## src/rtl/multi_cycle_ctrl.sv

```systemverilog
// Multi-cycle MIPS control unit: sequences the shared datapath through the
// per-instruction state paths and counts retired instructions.
module multi_cycle_ctrl #(
   parameter int CNT_W = 32
) (
   input  logic             clk,
   input  logic             rst,
   input  logic [5:0]       op_code,
   input  logic [5:0]       funct,
   input  logic             zf,
   input  logic             mem_ready,
   output logic             pc_write,
   output logic [1:0]       pc_src,
   output logic             iord,
   output logic             mem_read,
   output logic             mem_write,
   output logic             ir_write,
   output logic             reg_write,
   output logic             reg_dst,
   output logic             mem_to_reg,
   output logic             alu_src_a,
   output logic [1:0]       alu_src_b,
   output logic             ext_zero,
   output logic [3:0]       alu_op,
   output logic [3:0]       state,
   output logic             illegal,
   output logic [CNT_W-1:0] instr_retired
);

   typedef enum logic [3:0] {
      S_IF    = 4'd0,  S_ID  = 4'd1,  S_EXR = 4'd2,  S_WBR = 4'd3,
      S_EXI   = 4'd4,  S_WBI = 4'd5,  S_MADDR = 4'd6, S_MRD = 4'd7,
      S_MWB   = 4'd8,  S_MWR = 4'd9,  S_BEQ = 4'd10, S_JMP = 4'd11,
      S_ILL   = 4'd12
   } state_t;

   localparam logic [5:0] OP_R = 6'b000000, OP_ADDI = 6'b001000, OP_ANDI = 6'b001100,
                          OP_ORI = 6'b001101, OP_XORI = 6'b001110, OP_LW = 6'b100011,
                          OP_SW = 6'b101011, OP_BEQ = 6'b000100, OP_J = 6'b000010;

   localparam logic [3:0] ALU_AND = 4'b0000, ALU_OR = 4'b0001, ALU_ADD = 4'b0010,
                          ALU_XOR = 4'b0011, ALU_SLL = 4'b0100, ALU_SUB = 4'b0110,
                          ALU_SLT = 4'b0111, ALU_NOR = 4'b1100;

   // Supported R-type function codes; anything else traps to ILL from ID.
   function automatic logic rtype_ok(input logic [5:0] f);
      case (f)
         6'b100000, 6'b100010, 6'b100100, 6'b100101,
         6'b100110, 6'b100111, 6'b101010, 6'b000000: rtype_ok = 1'b1;
         default:                                    rtype_ok = 1'b0;
      endcase
   endfunction

   function automatic logic [3:0] rtype_alu(input logic [5:0] f);
      case (f)
         6'b100010: rtype_alu = ALU_SUB;
         6'b100100: rtype_alu = ALU_AND;
         6'b100101: rtype_alu = ALU_OR;
         6'b100110: rtype_alu = ALU_XOR;
         6'b100111: rtype_alu = ALU_NOR;
         6'b101010: rtype_alu = ALU_SLT;
         6'b000000: rtype_alu = ALU_SLL;
         default:   rtype_alu = ALU_ADD;
      endcase
   endfunction

   state_t             state_q, state_d;
   logic [CNT_W-1:0]   cnt_q;
   logic               retire_s;

   // Next-state and datapath control decode.
   always_comb begin
      state_d    = state_q;
      pc_write   = 1'b0;
      pc_src     = 2'b00;
      iord       = 1'b0;
      mem_read   = 1'b0;
      mem_write  = 1'b0;
      ir_write   = 1'b0;
      reg_write  = 1'b0;
      reg_dst    = 1'b0;
      mem_to_reg = 1'b0;
      alu_src_a  = 1'b0;
      alu_src_b  = 2'b00;
      ext_zero   = 1'b0;
      alu_op     = ALU_ADD;
      illegal    = 1'b0;
      case (state_q)
         S_IF: begin
            mem_read  = 1'b1;
            alu_src_b = 2'b01;
            if (mem_ready) begin
               ir_write = 1'b1;
               pc_write = 1'b1;
               state_d  = S_ID;
            end else begin
               state_d  = S_IF;
            end
         end
         S_ID: begin
            alu_src_b = 2'b11;
            case (op_code)
               OP_R: begin
                  if (rtype_ok(funct)) begin
                     state_d = S_EXR;
                  end else begin
                     state_d = S_ILL;
                  end
               end
               OP_ADDI, OP_ANDI, OP_ORI, OP_XORI: state_d = S_EXI;
               OP_LW, OP_SW:                      state_d = S_MADDR;
               OP_BEQ:                            state_d = S_BEQ;
               OP_J:                              state_d = S_JMP;
               default:                           state_d = S_ILL;
            endcase
         end
         S_EXR: begin
            alu_src_a = 1'b1;
            alu_op    = rtype_alu(funct);
            state_d   = S_WBR;
         end
         S_WBR: begin
            reg_write = 1'b1;
            reg_dst   = 1'b1;
            state_d   = S_IF;
         end
         S_EXI: begin
            alu_src_a = 1'b1;
            alu_src_b = 2'b10;
            case (op_code)
               OP_ANDI: begin alu_op = ALU_AND; ext_zero = 1'b1; end
               OP_ORI:  begin alu_op = ALU_OR;  ext_zero = 1'b1; end
               OP_XORI: begin alu_op = ALU_XOR; ext_zero = 1'b1; end
               default: alu_op = ALU_ADD;
            endcase
            state_d = S_WBI;
         end
         S_WBI: begin
            reg_write = 1'b1;
            state_d   = S_IF;
         end
         S_MADDR: begin
            alu_src_a = 1'b1;
            alu_src_b = 2'b10;
            if (op_code == OP_LW) begin
               state_d = S_MRD;
            end else begin
               state_d = S_MWR;
            end
         end
         S_MRD: begin
            mem_read = 1'b1;
            iord     = 1'b1;
            if (mem_ready) begin
               state_d = S_MWB;
            end else begin
               state_d = S_MRD;
            end
         end
         S_MWB: begin
            reg_write  = 1'b1;
            mem_to_reg = 1'b1;
            state_d    = S_IF;
         end
         S_MWR: begin
            mem_write = 1'b1;
            iord      = 1'b1;
            if (mem_ready) begin
               state_d = S_IF;
            end else begin
               state_d = S_MWR;
            end
         end
         S_BEQ: begin
            alu_src_a = 1'b1;
            alu_op    = ALU_SUB;
            pc_src    = 2'b01;
            pc_write  = zf;
            state_d   = S_IF;
         end
         S_JMP: begin
            pc_write = 1'b1;
            pc_src   = 2'b10;
            state_d  = S_IF;
         end
         S_ILL: begin
            illegal = 1'b1;
            state_d = S_ILL;
         end
         // Unreachable encodings are treated as a fault and halt.
         default: begin
            illegal = 1'b1;
            state_d = S_ILL;
         end
      endcase
   end

   // An instruction retires on the edge that returns a completed path to IF.
   always_comb begin
      case (state_q)
         S_WBR, S_WBI, S_MWB, S_BEQ, S_JMP: retire_s = 1'b1;
         S_MWR:                             retire_s = mem_ready;
         default:                           retire_s = 1'b0;
      endcase
   end

   // State register and retired-instruction counter.
   always_ff @(posedge clk or posedge rst) begin
      if (rst) begin
         state_q <= S_IF;
         cnt_q   <= '0;
      end else begin
         state_q <= state_d;
         if (retire_s) begin
            cnt_q <= cnt_q + {{(CNT_W-1){1'b0}}, 1'b1};
         end else begin
            cnt_q <= cnt_q;
         end
      end
   end

   assign state         = state_q;
   assign instr_retired = cnt_q;

endmodule

```

## config.mk

```make
export PLATFORM = sky130hd
export DESIGN_NAME = multi_cycle_ctrl
export DESIGN_NICKNAME = d
export VERILOG_FILES = /design/src/rtl/multi_cycle_ctrl.sv
export SDC_FILE = /design/constraint.sdc
export NUM_CORES = 1
export LEC_CHECK = 0
export CORE_ASPECT_RATIO = 0.5
export CORE_UTILIZATION = 47
export CTS_CLUSTER_SIZE = 25
export DETAILED_ROUTE_END_ITERATION = 10
export GPL_TIMING_DRIVEN = 1
export PLACE_DENSITY = 0.78
export SLEW_MARGIN = 20
export SYNTH_ARGS = -nofsm -noshare
export SYNTH_HDL_FRONTEND = slang
export SYNTH_SLANG_ARGS = --single-unit
```

## constraint.sdc

```tcl
create_clock -name clk -period 2.5 [get_ports clk]
set_clock_uncertainty 0.2 [all_clocks]
set_input_delay 0.5 -clock clk [delete_from_list [all_inputs] [get_ports clk]]
set_output_delay 0.5 -clock clk [all_outputs]
set_load 0.02 [all_outputs]
```

==> results of run 1 <==
[logic make-up (layout without fill, tap and decap cells)]
kind of cell | count (synthesis) | after routing | share of synthesized area, %
AND/OR/NAND/NOR | 119 | 119 | 29.20
AO/OA/AOI/OAI | 40 | 40 | 12.07
flip-flops | 36 | 36 | 39.67
XOR/XNOR | 34 | 34 | 13.11
buffers and inverters | 21 | 125 | 3.967
adder cells (fa/ha/maj) | 2 | 2 | 0.9917
multiplexers | 2 | 2 | 0.9917
[sequential cells by signal (all words and copies together), names as in the netlist]
| signal | cells |
|---|---|
| instr_retired | 32 |
| state | 4 |
[how the worst max path moves through the flow]
stage	from	to	slack (ps)	cells past startpoint
4_1_cts	funct[3]	alu_op[0]	-190	7
2_1_floorplan	funct[2]	alu_op[0]	-7	4
3_5_place_dp	funct[0]	alu_op[0]	-860	6
6_report	funct[1]	alu_op[1]	-2	6
5_1_grt	funct[1]	alu_op[3]	-30	6
3_3_place_gp	funct[0]	alu_op[0]	-790	6
[where the power goes]
group	switching (mW)	internal (mW)
registers	0.112	0.655
logic	0.666	0.581
clock network	0.202	0.224
total	0.979	1.46
[worst reg2reg max path, delay by kind of cell, from the launching register on]
family | cells | cell delay [ps]
buffers and inverters | 3 | 570
xor gates and xnor gates | 1 | 150
and+or+nand+nor | 3 | 560
DFF | 1 | 450
AOI/OAI and AO/OA | 1 | 250
[per-stage QoR]
step | std cells | TNS, ps
finish | 424 | -2.181
global route | 424 | -58.21
CTS | 424 | -190.3
detailed placement | 416 | -3735
global placement | 416 | -3405
floorplan | 254 | -7.049
[placed cells by master (no fill, tap or decap), types with 5 or more instances in the layout]
cell type	count
nand2b_1	7
nor2_1	19
dlygate4sd2_1	10
buf_2	6
o21ai_0	8
clkbuf_8	6
nand4_1	11
xor2_1	5
nand2_1	17
clkdlybuf4s50_1	43
dlymetal6s2s_1	5
nand3_1	23
inv_1	8
nor3_1	7
xnor2_1	29
dfrtp_1	36
a21oi_1	9
buf_4	39
[layer usage]
metal / vias up / GRT usage [%]
met5: - / 0
met4: 0 / 7.729
met3: 9 / 4.514
met2: 70 / 47.37
met1: 1084 / 30.76
li1: 1117 / -
[layout make-up]
cell class	instances	area share [%]
multi-input combinational	197	39.61
sequential	36	26.29
timing repair buffer	109	28.08
clock buffer	7	2.519
inverter	8	0.8762
clock inverter	1	0.2191
tap	66	2.410
[what timing repair did]
action | 4_1_cts | 5_1_grt
cloned | 0 | 0
pin swaps | 3 | 5
resized for setup | 66 | 26
endpoints found under the setup margin | 17 | 9
hold buffers | 0 | 0
endpoints found under the hold margin | 0 | 0
==> impl.org, run 1 <==
** CTS
- Clock Pin Slew Worst Setup and Hold Paths :: 70 ps
- CTS tree :: done
- Counting the buffers created by CTS gives 5.
- The H-tree was split into 2 levels.
- The tree built by TritonCTS fans out to 36 sinks.
- Maximum count of clock buffers along a single path :: 2
- CTS placed an instance of clkbuf_8 at the clock tree root.
- Post-CTS Repair Setup Buffers :: 0
- The later pin in the worst-skew pair is clocked with a latency of 280 ps.

** Critical path
- The setup check on the worst reg-to-reg path leaves a slack of 220 ps.
- By startpoint and endpoint, the worst setup path is classified as input pin to primary output.
- For the worst flop-to-flop path, the logic depth is 8.
- Required time at the endpoint of the critical path :: 1800 ps
- In this run the critical register-to-register path is captured at instr_retired[17]$_DFFE_PP0P_.
- For the worst setup path, the data arrival time is 1800 ps.
- Maximum cell stage delay along the critical path :: 560 ps
- STA classifies the critical path endpoint as a primary output.
- Reg-to-reg startpoint :: state[2]$_DFF_PP0_
- Sequence of cells on the critical path :: buf_8 -> or4_4 -> o21ai_2 -> nand4b_1 -> a211o_1 -> buf_6
- Slowest cell on the critical path :: or4_4
- Together, buffers and inverters on the worst path number 2.
- Along the worst path, the maximum fanout reaches 3.
- The cell family contributing the most delay on the critical path is simple AND/OR/NAND/NOR gates.
- STA classifies the critical path startpoint as an input pin.

** Cells and area
- Layout Area Growth over Synthesis :: 50.91%
- Post-route cell area :: 3427 sq um
- Summing all flip-flop and latch instances after layout gives 900.9 sq um.
- In the final layout, the multi-input gates occupy 1358 sq um.
- 0 antenna diodes ended up in the layout.
- Number of fill cells :: 335
- Measured on the finished design, the core utilization comes to 76.00%.
- Of the cells placed in the final design, the portion with a size suffix greater than 1 is 22.07%.
- At the end of the flow, the number of nets in the layout was 374.

** Pwr
- VDD sags by at most 0.0005102 V.
- Total power draw :: 2.439 mW
- In this run the power density over the cells is 711.8 nW/um^2.
- Reported leakage power :: 1.503 nW

** Synthesis
- Sequential elements use 39.67% of the synthesized area.
- After technology mapping, the gate count stands at 254.
- Avg Cell Area, Syn :: 8.941 sq um
- Sorting the synthesized cells by how often they occur yields dfrtp_1, xnor2_1, nand3_1.
- Area share of the largest cell type after synthesis :: 39.67%
- Area of the mapped netlist :: 2271 sq um
- Async S/R FF share, synth :: 100.0%
- Leading post-synthesis cells by cell area :: dfrtp_1, xnor2_1, nand3_1
- Leading area contributor after synthesis :: dfrtp_1
- Among all flip-flop cells after synthesis, the most frequent one is dfrtp_1.
- Leading cell type by number of instances after synthesis :: dfrtp_1
- EDFF count, synth :: 0
- The synthesized design contains 36 register bits.
- The synthesized netlist contains 50 unique library cells.
- Yosys printed 0 warnings.
- When the netlist entered floorplanning its net count stood at 271.

** Drt
- Dividing the detail-routed via count by the number of cells gives 5.377.
- Summed over all nets, wire length on met2 after detailed routing comes to 3027 um.
- In this run the remaining antenna-violating nets after routing total 0.
- After the first detailed-routing iteration, the DRC count stood at 72.
- Before antenna repair, the detailed router went through 4 iterations.
- Uppermost routed layer :: met4
- Wires add up to 6196 um.
- DR WL/cell :: 14.61 um
- Post-route DRC violation count :: 0
- Met3 Wirelength :: 286 um
- Detailed-route via count :: 2280
- Met1 wire length :: 2813 um

** Placed design
- Final GP Congestion :: 0.8413
- Final HPWL DP :: 4647 um
- Placed Area :: 3312 sq um
- Number of I/O port buffers :: 70
- Timing analysis after detailed placement gives a worst setup slack of -863.0 ps.

** Hold path
- The tightest min-delay check is of the flip-flop to flip-flop type.
- The path with the worst hold slack has its endpoint at instr_retired[31]$_DFFE_PP0P_.
- WHS Path Cells :: 1
- In this run the most critical hold path is launched from instr_retired[31]$_DFFE_PP0P_.

** Global route
- Residual overflow from global routing :: 0
- Total Routing Usage GR :: 25.57%
- The via count of the first global-routing pass is 2181.
- Antenna violations before repair :: 0
- Entering global routing, the biggest net connects 37 pins.
- Wire length of the first global-routing pass :: 10140 um

** Die
- Die height :: 51.15 um
- Number of core rows :: 17
- Core area :: 4509 sq um
- The die covers 5131 sq um.
- The die is 100.3 um wide.
- For this configuration, the core starts out at a cell density of 50.36%.
- 71 I/O pins were placed.

** Run status
- The checks that failed: setup timing.
- Outcome :: complete, but fails checks

** Timing
- Max Clk Rate :: 399.7 MHz
- In the post-route analysis, the smallest setup slack over all paths is -2.181 ps.
- Setup violation total in the final timing report :: 1
- Count of endpoints failing hold in the final timing report :: 0
- After layout, the minimum clock period comes to 2502 ps.
- Number of max-slew violations in the final report :: 0
- Max-slew headroom :: 58.83%
- Dividing the final minimum period by the clock period gives 100.1%.
- Final hold analysis gives a worst-case slack of 283.0 ps.
- Pin slew with the least headroom to its limit :: 612.5 ps
- Setup repair after global routing could not meet its margin everywhere.

** Flow run
- # Max-Cap Violations :: 0
No activity file was read; power rests on OpenSTA's default activity.
==> run 2: changes to the inputs <==
--- a/config.mk
+++ b/config.mk
@@ -6,11 +6,11 @@
 export NUM_CORES = 1
 export LEC_CHECK = 0
 export CORE_ASPECT_RATIO = 0.5
-export CORE_UTILIZATION = 47
+export CORE_UTILIZATION = 23
 export CTS_CLUSTER_SIZE = 25
 export DETAILED_ROUTE_END_ITERATION = 10
 export GPL_TIMING_DRIVEN = 1
-export PLACE_DENSITY = 0.78
+export PLACE_DENSITY = 0.42
 export SLEW_MARGIN = 20
 export SYNTH_ARGS = -nofsm -noshare
 export SYNTH_HDL_FRONTEND = slang
==> run 2 against run 1 <==
  * The run still ends with setup timing left
  * Clock-buffer cell count shrank 1
  * Core utilization shrank 37 points
  * Global-route usage shrank 12 points
  * Register-to-register slack is essentially flat
  * Critical path depth grew 1
  * Routed wire length grew 10%
  * Combinational power grew 3%
  * Setup slack lost 24 ps
  * Critical endpoint is now alu_op[0]
  * Highest routed layer unchanged
==> impl.org, run 2 (synthesized netlist as in run 1, its figures left out) <==
** Run status
- Outcome: complete, but fails checks (unchanged).
- Failing checks: setup timing (unchanged).

** Timing
- The final critical-path setup slack is -26.41 ps (was -2.181 ps).
- Final period demand of the worst path :: 2526 ps (was 2502 ps)
- Max-slew headroom :: 59.60% (was 58.83%)
- The final hold violation count was 0 (unchanged).
- The final number of max-transition violations was 0 (unchanged).
- Max Clk Rate :: 395.8 MHz (was 399.7 MHz)
- Setup violation total in the final timing report :: 1 (unchanged)
- The slew at the pin closest to its max-slew limit is 601.0 ps (was 612.5 ps).
- Period utilization :: 101.1% (was 100.1%)
- RSZ-0062 raised after global routing: true (unchanged).

** Die
- DIE WIDTH :: 142.5 um (was 100.3 um)
- The die footprint is 10300 sq um (was 5131 sq um).
- The height of the chip was 72.26 um (was 51.15 um).
- The starting utilization of the core area was 23.88% (was 50.36%).
- Core area :: 9509 sq um (was 4509 sq um)
- The cell row count came to 25 (was 17).
- Count of pins on the block boundary :: 71 (unchanged)

** Critical path
- The destination of the worst register-to-register timing path is instr_retired[23]$_DFFE_PP0P_ (was instr_retired[17]$_DFFE_PP0P_).
- The largest driver fanout on the critical path is 3 (unchanged).
- Required time at the endpoint of the critical path :: 1800 ps (about the same)
- The type of origin of the critical path is an input pin (unchanged).
- The data arrival time at the worst-slack endpoint came to 1830 ps (was 1800 ps).
- The type of the setup path with the least slack is input pin to primary output (unchanged).
- The delay of the slowest critical-path stage came to 550 ps (was 560 ps).
- Number of cells traversed by the worst register-to-register path :: 8 (unchanged)
- Delay-heaviest family, CP :: simple AND/OR/NAND/NOR gates (unchanged)
- Slowest cell on the critical path :: or4_4 (unchanged)
- Buffers and inverters on the worst path :: 3 (was 2)
- The setup slack of the most critical reg-to-reg path is 210 ps (was 220 ps).
- Sort of element at the end of the critical path :: primary output (unchanged)
- Reg-to-reg startpoint :: state[2]$_DFF_PP0_ (unchanged)
- Sequence of cells on the critical path: buf_6 -> or4_4 -> a21oi_2 -> o21ai_2 -> buf_4 -> o21ai_2 -> buf_6 (was buf_8 -> or4_4 -> o21ai_2 -> nand4b_1 -> a211o_1 -> buf_6).

** Hold path
- WHS Path Cells :: 1 (unchanged)
- Path type of the worst min-delay path :: flip-flop to flip-flop (unchanged)
- The startpoint of the most critical hold path is instr_retired[31]$_DFFE_PP0P_ (unchanged).
- The terminating pin of the worst hold path is instr_retired[31]$_DFFE_PP0P_ (unchanged).

** Drt
- The number of detailed-route iterations in the first pass came to 4 (unchanged).
- Mean number of vias per cell :: 4.620 (was 5.377)
- Final ANT Viol Nets :: 0 (unchanged)
- The total via count in the routed design came to 2333 (was 2280).
- The final routed wire length divided by cell count was 13.50 um (was 14.61 um).
- The detailed-routing wirelength on met1 came to 3299 um (was 2813 um).
- The uppermost layer routed is met4 (unchanged).
- The final wirelength came to 6818 um (was 6196 um).
- Post-route DRC violation count :: 0 (unchanged)
- The total met3 wirelength after detailed routing was 307 um (was 286 um).
- First-iteration detailed-routing DRC count :: 71 (was 72)
- The length of routed met2 wiring was 3145 um (was 3027 um).

** CTS
- The total clock sinks is 36 (unchanged).
- CTS tree :: done (unchanged)
- Clock Pin Slew Worst Setup and Hold Paths :: 50 ps (was 70 ps)
- Maximum count of clock buffers along a single path :: 2 (unchanged)
- The number of buffers created by CTS is 5 (unchanged).
- Maximum level of the CTS H-tree :: 2 (unchanged)
- The CTS root buffer is clkbuf_16 (was clkbuf_8).
- The clock latency of the later-clocked register in the worst-skew pair is 280 ps (about the same).

** Placed design
- Number of I/O port buffers :: 70 (unchanged)
- The standard cell area after detailed placement is 3481 sq um (was 3312 sq um).
- Final GP Congestion :: 0.7969 (was 0.8413)
- Final HPWL DP :: 5161 um (was 4647 um)
- The number of placed instances, taps included came to 496 (was 416).

** Global route
- Antenna violations before repair :: 0 (unchanged)
- The total global routing overflow was 0 (unchanged).
- The maximum number of pins on one net before global-route repair was 37 (unchanged).
- Vias in the first global route :: 2280 (was 2181)
- Total Routing Usage GR :: 13.93% (was 25.57%)
- Wire length of the first global-routing pass :: 11320 um (was 10140 um)

** Cells and area
- Post-route cell area :: 3666 sq um (was 3427 sq um)
- The number of flip-flops under the largest register name came to 32 (unchanged).
- The net count reported at finish came to 387 (was 374).
- Final core utilization :: 38.55% (was 76.00%)
- Number of inserted diodes :: 0 (unchanged)
- Post-route insts no fill :: 505 (was 424)
- Layout Area Growth over Synthesis :: 61.43% (was 50.91%)
- Number of fill cells :: 999 (was 335)
- The ratio of cells with drive above 1 in the final layout came to 25.41% (was 22.07%).
- Most common library cell in the layout ignoring fill and taps :: buf_4 (was clkdlybuf4s50_1)
- Most frequent cells in the layout: buf_4, clkdlybuf4s50_1, dfrtp_1 (was clkdlybuf4s50_1, buf_4, dfrtp_1).

** Pwr
- Total power draw :: 2.644 mW (was 2.439 mW)
- The reported leakage power was 1.577 nW (was 1.503 nW).
- Power Density :: 721.1 nW/um^2 (was 711.8 nW/um^2)
- The worst-case vdd ir drop was 0.0002572 V (was 0.0005102 V).

** Flow run
- The number of max-capacitance violations reported is 0 (unchanged).
run 2: changes by cell type in the layout (fill, tap and decap cells not counted), sizes merged:
cell,change
clkinv,+1
dlygate4sd1,+1
buf,+11
clkinvlp,-1
dlygate4sd2,+2
dlymetal6s2s,-2
run 2: worst max path at each step:
stage	start	endpoint	slack, ps	cells after the start
global route	funct[2]	alu_op[0]	-60	7
global placement	funct[1]	alu_op[0]	-810	7
floorplan	funct[2]	alu_op[0]	-7	4
CTS	funct[1]	alu_op[3]	-190	7
finish	funct[2]	alu_op[0]	-30	7
detailed placement	funct[1]	alu_op[0]	-880	7
run 2: per-stage QoR:
step	setup WS [ps]	hold WS [ps]	TNS [ps]
2_1_floorplan	-7.049	381.7	-7.049
3_3_place_gp	-813.3	264.9	-3529
3_5_place_dp	-875.9	267.7	-3804
4_1_cts	-192.3	279.3	-366.4
5_1_grt	-57.87	312.4	-105.2
6_report	-26.41	277.6	-26.41
run 2: where the power goes:
group          total (mW)  internal (mW)  switching [mW]
logic                1.29          0.609           0.681
clock network       0.585          0.362           0.223
registers           0.769          0.658           0.111
total                2.64           1.63            1.01
run 2: cell type report:
cell class / instances / area, sq um / share of cell area, %
Clock buffer: 6 / 128.9 / 3.515
Clock inverter: 1 / 5.005 / 0.1365
Tap cell: 135 / 168.9 / 4.608
Sequential cell: 36 / 902.1 / 24.61
Inverter: 8 / 30.03 / 0.8191
Timing Repair Buffer: 122 / 1062 / 28.98
Multi-Input combinational cell: 197 / 1369 / 37.34
run 2: per-layer routing:
| layer | global-route usage [%] | vias up |
|---|---|---|
| met5 | 0 | - |
| met4 | 4.659 | 0 |
| met3 | 2.310 | 6 |
| met2 | 22.98 | 62 |
| met1 | 18.71 | 1123 |
| li1 | - | 1142 |
run 2: repair_timing:
item / CTS / global route
setup endpoints to repair: 18 / 8
buffers inserted: 2 / 0
gates resized for setup: 69 / 23
pin swaps: 7 / 8
gates cloned: 0 / 0
hold buffers: 0 / 0
